### src/rtl/kgp_pkg.sv
// Shared KGP-RISC definitions: fetch FSM states, jump-control condition
// encodings and flag-bit ordering.
package kgp_pkg;

   typedef enum logic [1:0] {
      ST_FETCH  = 2'd0,
      ST_HOLD   = 2'd1,
      ST_HALTED = 2'd2
   } fetch_state_e;

   typedef enum logic [2:0] {
      JC_NONE = 3'b000,
      JC_BLTZ = 3'b001,
      JC_BZ   = 3'b010,
      JC_BNZ  = 3'b011,
      JC_BCY  = 3'b100,
      JC_BNCY = 3'b101
   } jc_cond_e;

   // Flag vector is packed {carry, zero, sign}.
   localparam int FLAG_SIGN  = 0;
   localparam int FLAG_ZERO  = 1;
   localparam int FLAG_CARRY = 2;

   typedef struct packed {
      logic carry;
      logic zero;
      logic sign;
   } flags_t;

endpackage

### src/rtl/pc_next.sv
// Combinational next-PC selector: register jump, then PC-relative
// (unconditional or taken branch), then sequential. All sums wrap.
module pc_next
   import kgp_pkg::*;
#(
   parameter int ADDR_W = 32,
   parameter int OFF_W  = 22
) (
   input  logic [ADDR_W-1:0] instr_pc,
   input  logic [OFF_W-1:0]  br_offset,
   input  logic [ADDR_W-1:0] rs_val,
   input  logic              reg_jump,
   input  logic              uncond,
   input  logic              br_taken,
   output logic [ADDR_W-1:0] next_pc,
   output logic [ADDR_W-1:0] seq_pc
);

   logic [ADDR_W-1:0] off_ext;
   logic [ADDR_W-1:0] rel_target;

   assign off_ext    = {{(ADDR_W-OFF_W){br_offset[OFF_W-1]}}, br_offset};
   assign rel_target = instr_pc + off_ext;
   assign seq_pc     = instr_pc + ADDR_W'(1);

   always_comb begin
      if (reg_jump)
         next_pc = rs_val;
      else if (uncond || br_taken)
         next_pc = rel_target;
      else
         next_pc = seq_pc;
   end

endmodule

### src/rtl/pc_fetch_unit.sv
// KGP-RISC PC and instruction-fetch stage: one req/ack fetch per instruction,
// held for decode until retirement selects the next PC.
module pc_fetch_unit
   import kgp_pkg::*;
#(
   parameter int                ADDR_W   = 32,
   parameter int                OFF_W    = 22,
   parameter logic [ADDR_W-1:0] RESET_PC = '0
) (
   input  logic              clk,
   input  logic              rst_n,
   output logic              imem_req,
   output logic [ADDR_W-1:0] imem_addr,
   input  logic              imem_ack,
   input  logic [31:0]       imem_rdata,
   output logic [31:0]       instr,
   output logic [ADDR_W-1:0] instr_pc,
   output logic              instr_valid,
   input  logic              exec_done,
   input  logic              br_taken,
   input  logic              uncond,
   input  logic              link,
   input  logic              reg_jump,
   input  logic              halt,
   input  logic [OFF_W-1:0]  br_offset,
   input  logic [ADDR_W-1:0] rs_val,
   output logic              link_we,
   output logic [ADDR_W-1:0] link_data,
   output logic              halted,
   output logic [31:0]       retire_count
);

   fetch_state_e      state_q, state_d;
   logic              req_q, req_d;
   logic              link_we_q, link_we_d;
   logic              halted_q, halted_d;
   logic [ADDR_W-1:0] pc_q, instr_pc_q, link_data_q;
   logic [31:0]       instr_q, retire_count_q;
   logic              valid_q;
   logic              fetch_accept, retire;
   logic [ADDR_W-1:0] next_pc, seq_pc;

   // Ack counts only while a request is actually on the bus in FETCH.
   assign fetch_accept = (state_q == ST_FETCH) && req_q && imem_ack;
   assign retire       = (state_q == ST_HOLD) && exec_done;

   pc_next #(.ADDR_W(ADDR_W), .OFF_W(OFF_W)) u_pc_next (
      .instr_pc  (instr_pc_q),
      .br_offset (br_offset),
      .rs_val    (rs_val),
      .reg_jump  (reg_jump),
      .uncond    (uncond),
      .br_taken  (br_taken),
      .next_pc   (next_pc),
      .seq_pc    (seq_pc)
   );

   // NOTE: sequential state uses non-blocking assignments so every register
   // samples pre-edge values regardless of process ordering.
   always_ff @(posedge clk or negedge rst_n) begin
      if (!rst_n) state_q <= ST_FETCH;
      else        state_q <= state_d;
   end

   // NOTE: default-assign first so no path through the case leaves state_d
   // unassigned, which would infer a latch.
   always_comb begin
      state_d = state_q;
      unique case (state_q)
         ST_FETCH:  if (fetch_accept) state_d = ST_HOLD;
         ST_HOLD:   if (exec_done)    state_d = halt ? ST_HALTED : ST_FETCH;
         ST_HALTED: state_d = ST_HALTED;
         default:   state_d = ST_FETCH;
      endcase
   end

   always_comb begin
      req_d     = (state_d == ST_FETCH);
      link_we_d = retire && link && uncond;
      halted_d  = (state_d == ST_HALTED);
   end

   always_ff @(posedge clk or negedge rst_n) begin
      if (!rst_n) begin
         req_q          <= 1'b0;
         link_we_q      <= 1'b0;
         halted_q       <= 1'b0;
         pc_q           <= RESET_PC;
         instr_q        <= '0;
         instr_pc_q     <= '0;
         valid_q        <= 1'b0;
         link_data_q    <= '0;
         retire_count_q <= '0;
      end else begin
         req_q     <= req_d;
         link_we_q <= link_we_d;
         halted_q  <= halted_d;
         if (fetch_accept) begin
            instr_q    <= imem_rdata;
            instr_pc_q <= pc_q;
            valid_q    <= 1'b1;
         end
         if (retire) begin
            pc_q           <= next_pc;
            valid_q        <= 1'b0;
            retire_count_q <= retire_count_q + 32'd1;
            if (link && uncond) link_data_q <= seq_pc;
         end
      end
   end

   assign imem_req     = req_q;
   assign imem_addr    = pc_q;
   assign instr        = instr_q;
   assign instr_pc     = instr_pc_q;
   assign instr_valid  = valid_q;
   assign link_we      = link_we_q;
   assign link_data    = link_data_q;
   assign halted       = halted_q;
   assign retire_count = retire_count_q;

endmodule
### config.mk
export PLATFORM = sky130hd
export DESIGN_NAME = pc_fetch_unit
export DESIGN_NICKNAME = d
export VERILOG_FILES = /design/src/rtl/kgp_pkg.sv /design/src/rtl/pc_next.sv /design/src/rtl/pc_fetch_unit.sv
export SDC_FILE = /design/constraint.sdc
export NUM_CORES = 1
export LEC_CHECK = 0
export ABC_CLOCK_PERIOD_IN_PS = 4100
export CORE_AREA = 5 5 143 145
export DETAILED_ROUTE_END_ITERATION = 16
export DIE_AREA = 0 0 148 150
export GPL_TIMING_DRIVEN = 1
export PLACE_DENSITY_LB_ADDON = 0.15
export SYNTH_ARGS = -nofsm -noshare
export SYNTH_HDL_FRONTEND = slang
export SYNTH_SLANG_ARGS = --single-unit
### constraint.sdc
create_clock -name clk -period 4.1 [get_ports clk]
set_input_delay 0.82 -clock clk [delete_from_list [all_inputs] [get_ports clk]]
set_output_delay 0.82 -clock clk [all_outputs]
set_load 0.03 [all_outputs]
==> flow_summary_export.csv <==
group,metric,value,unit
run_status,status,"complete, no violations",
worst_setup_path,crit_path_max_fanout,5,
synth,synth_top_family_by_area,"compound AO/OA/AOI/OAI gates",
hold_path,worstHoldPathType,"input pin to async pin",
placed_design,pre_cts_ws,177,ps
detailed_routing,drt_pre_antenna_iters,7,
worst_setup_path,r2r_end,"imem_addr[20]",
cts,cts_resized,0,
floorplanning,ios,259,
detailed_routing,routed_via_density,5.63,
timing,fin_crit_sh,85.6,%
detailed_routing,routedWlPerCell,19.8,microns
timing,rsz0062_at_grt,"false",
cts,clock_path_buffers,2,
synth,ys_warn_count,0,
placed_design,dp.final_hpwl,21100,microns
power_and_ir_drop,power.switching,876,uW
detailed_routing,drt-initial-drc-count,517,
synth,synthMuxAreaShare,7.84,%
cts,hold_buffers,0,
floorplanning,rows,51,
floorplanning,die_x,148,microns
worst_setup_path,timing.rr.start,"instr_pc[1]",
placed_design,port_buffers,258,
timing,setup_slack,588,ps
worst_setup_path,crit_end,"imem_addr[20]",
layout,syn2layout_area_growth,38.5,%
timing,fmax,285,MHz
worst_setup_path,critPathCaptureType,"register",
power_and_ir_drop,ir_drop,0.000287,V
timing,tightest_slew,759,ps
cts,htree_levels,4,
global_route,grt_pass1_vias,7809,
floorplanning,core,19100,sq um
power_and_ir_drop,intPower,2.57,mW
timing,max_slew_margin,49.4,%
detailed_routing,drt-total-wl,27900,microns
power_and_ir_drop,p_leak,5.55,nW
worst_setup_path,worstRegToRegCells,9,
synth,yosysSeqAreaShare,46.5,%
synth,synth_cell_types,63,
cts,clock_sinks,166,
synth,synth_edf_count,0,
detailed_routing,route.detailed.drc,0,
timing,drv_slew,0,
cts,cts_tree,"done",
cts,cts_buffers,17,
synth,synthCells,901,
detailed_routing,ant_nets,0,
detailed_routing,num_vias,7915,
layout,final_cell_area,12400,sq um
worst_setup_path,path_class,"input pin to register",
placed_design,gp_congestion,0.919,
synth,syn-num-nets,1030,
global_route,antenna_found_initial,0,
worst_setup_path,cpPeakStageDelay,480,ps
synth,syn_avg_cell_area,9.92,sq um
worst_setup_path,start_kind,"input pin",
layout,nets,1285,
worst_setup_path,critical_path_required,4460,ps
worst_setup_path,cp.arrival,3870,ps
timing,tns,0,ps
synth,synth-simple-area-share,14.2,%
synth,synth_compound_area_share,16.0,%
placed_design,place_area,11800,sq um
worst_setup_path,cp_cell_sequence,"clkdlybuf4s50_1 > ha_1 > fa_1 > a211oi_2 > o21bai_1 > o2111a_2 > o41a_4 > o21ai_1 > xnor2_1 > a21oi_1 > nor3_1",
job,maxCapViolCount,0,
timing,setup_violations,0,
power_and_ir_drop,switching_share,25.4,%
worst_setup_path,slowest_stage,"o41a_4",
cts,cts-root-buf,"clkbuf_16",
cts,cts_setup_buffers,0,
global_route,track_usage,25.3,%
power_and_ir_drop,comb_power_share,7.5,%
worst_setup_path,crit_start,"br_offset[0]",
cts,clk_latency,440,ps
floorplanning,initial_core_util,46.8,%
power_and_ir_drop,powerDensity,278,nW/um^2
global_route,grt_max_degree,75,
floorplanning,fp.dieH,150,microns
power_and_ir_drop,p_clk_share,45.0,%
synth,synth_ff_type,"dfrtp_1",
floorplanning,fp.dieArea,22200,sq um
layout,drive_gt1_share,10.9,%
power_and_ir_drop,seqPwrFrac,47.5,%
synth,async_reset_ff_share,100,%
timing,hold_slack,389,ps
synth,synthAdderAreaFrac,4.84,%
cts,clkTransAtPathRegs,70,ps
timing,min_period,3510,ps
global_route,gr-total-overflow,0,
worst_setup_path,r2r_slack,950,ps
layout,antenna_cells,0,
synth,syn-cell-area,8940,sq um
synth,synth_seq_cells,166,
timing,fin_skew,8.75,ps
timing,hold_viol_final,0,
global_route,grt_pass1_wl,43900,microns
synth,synth-xor-area-share,8.33,%
cell usage in the layout (no fill, tap or decap), types with 15 or more instances in the layout:
cell,Yosys,layout
mux2_2,60,60
inv_1,15,15
clkbuf_16,0,17
xor2_1,29,29
dfrtp_1,166,166
o21ai_0,93,93
xnor2_1,56,56
and3_1,23,23
a21o_1,17,17
clkdlybuf4s50_1,0,257
nand3_1,34,33
ha_1,33,33
nand2_1,114,114
a21oi_1,55,55
nor2_1,51,51
cell usage after synthesis (5+ instances only):
master      n  area (sq um)
and3_1     23           144
nor3_1     14          70.1
ha_1       33           413
a31oi_1     5          31.3
dfrtp_1   166          4150
nand3_1    34           170
o21ai_0    93           465
a211oi_1   13          97.6
and4_1      6          52.6
nor2_1     51           191
o211ai_1    5          37.5
a21o_1     17           128
inv_1      15          56.3
nand2_1   114           428
nand4_1    10          62.6
xor2_1     29           254
a21oi_1    55           275
clkbuf_1   31           116
mux2_2     60           676
xnor2_1    56           490
through the flow:
stage / std cells / total power, mW / utilization [%]
after global placement: 1375 / 1.93 / 61.9
after CTS: 1406 / 3.47 / 64.9
after detailed placement: 1375 / 1.93 / 61.9
final: 1406 / 3.45 / 64.9
after global routing: 1406 / 3.56 / 64.9
after floorplan: 901 / 1.77 / -
per-layer routing:
metal	global-route usage, %	wire length, microns	up-vias
met5	0	0	-
met4	7.34	546	0
met3	4.24	1840	36
met2	39.9	12900	305
met1	36.0	12600	3852
li1	-	-	3722
logic make-up (layout without fill, tap and decap cells):
family | Yosys count | in the layout
AO/OA/AOI/OAI | 232 | 232
XOR/XNOR | 85 | 85
adder cells (fa/ha/maj) | 34 | 34
buffers and inverters | 51 | 318
flip-flops | 166 | 166
multiplexers | 62 | 62
AND/OR/NAND/NOR | 271 | 271
layout make-up:
| cell class | count | area, sq um |
|---|---|---|
| fill | 1571 | 6700 |
| tap | 238 | 298 |
| multi-input combinational | 684 | 4590 |
| inverter | 15 | 56.3 |
| clock buffer | 17 | 425 |
| sequential | 166 | 4150 |
| timing repair buffer | 272 | 2710 |
| clock inverter | 14 | 140 |
sequential cells by signal, summed over array words and instances, names as in the netlist:
signal        cells
halted            1
retire_count     32
instr_pc         32
link_data        32
imem_req          1
instr_valid       1
link_we           1
instr            32
imem_addr        32
state_q           2
how the worst min path moves through the flow:
stage / from / end / slack [ps] / depth (start not counted)
floorplan: state_q[1] / state_q[0] / 500 / 1
CTS: rst_n / retire_count[24] / 420 / 1
detailed placement: link_data[1] / link_data[1] / 460 / 2
global placement: link_data[1] / link_data[1] / 460 / 2
finish: rst_n / retire_count[24] / 390 / 1
global route: rst_n / retire_count[24] / 440 / 1
power groups by stage:
stage	clock network, mW	logic [mW]	registers (mW)
3_3_place_gp	0	0.257	1.67
2_1_floorplan	0	0.0973	1.67
4_1_cts	1.57	0.259	1.64
3_5_place_dp	0	0.258	1.67
6_report	1.55	0.258	1.64
5_1_grt	1.64	0.283	1.64
worst max-delay path: cells and delay by family:
kind	cells	cell delay, ps
AOI/OAI and AO/OA	6	1620
adders and majority gates	2	650
buffers and inverters	1	400
and+or+nand+nor	1	200
xor gates and xnor gates	1	170
(Power assumes the default switching activity.)
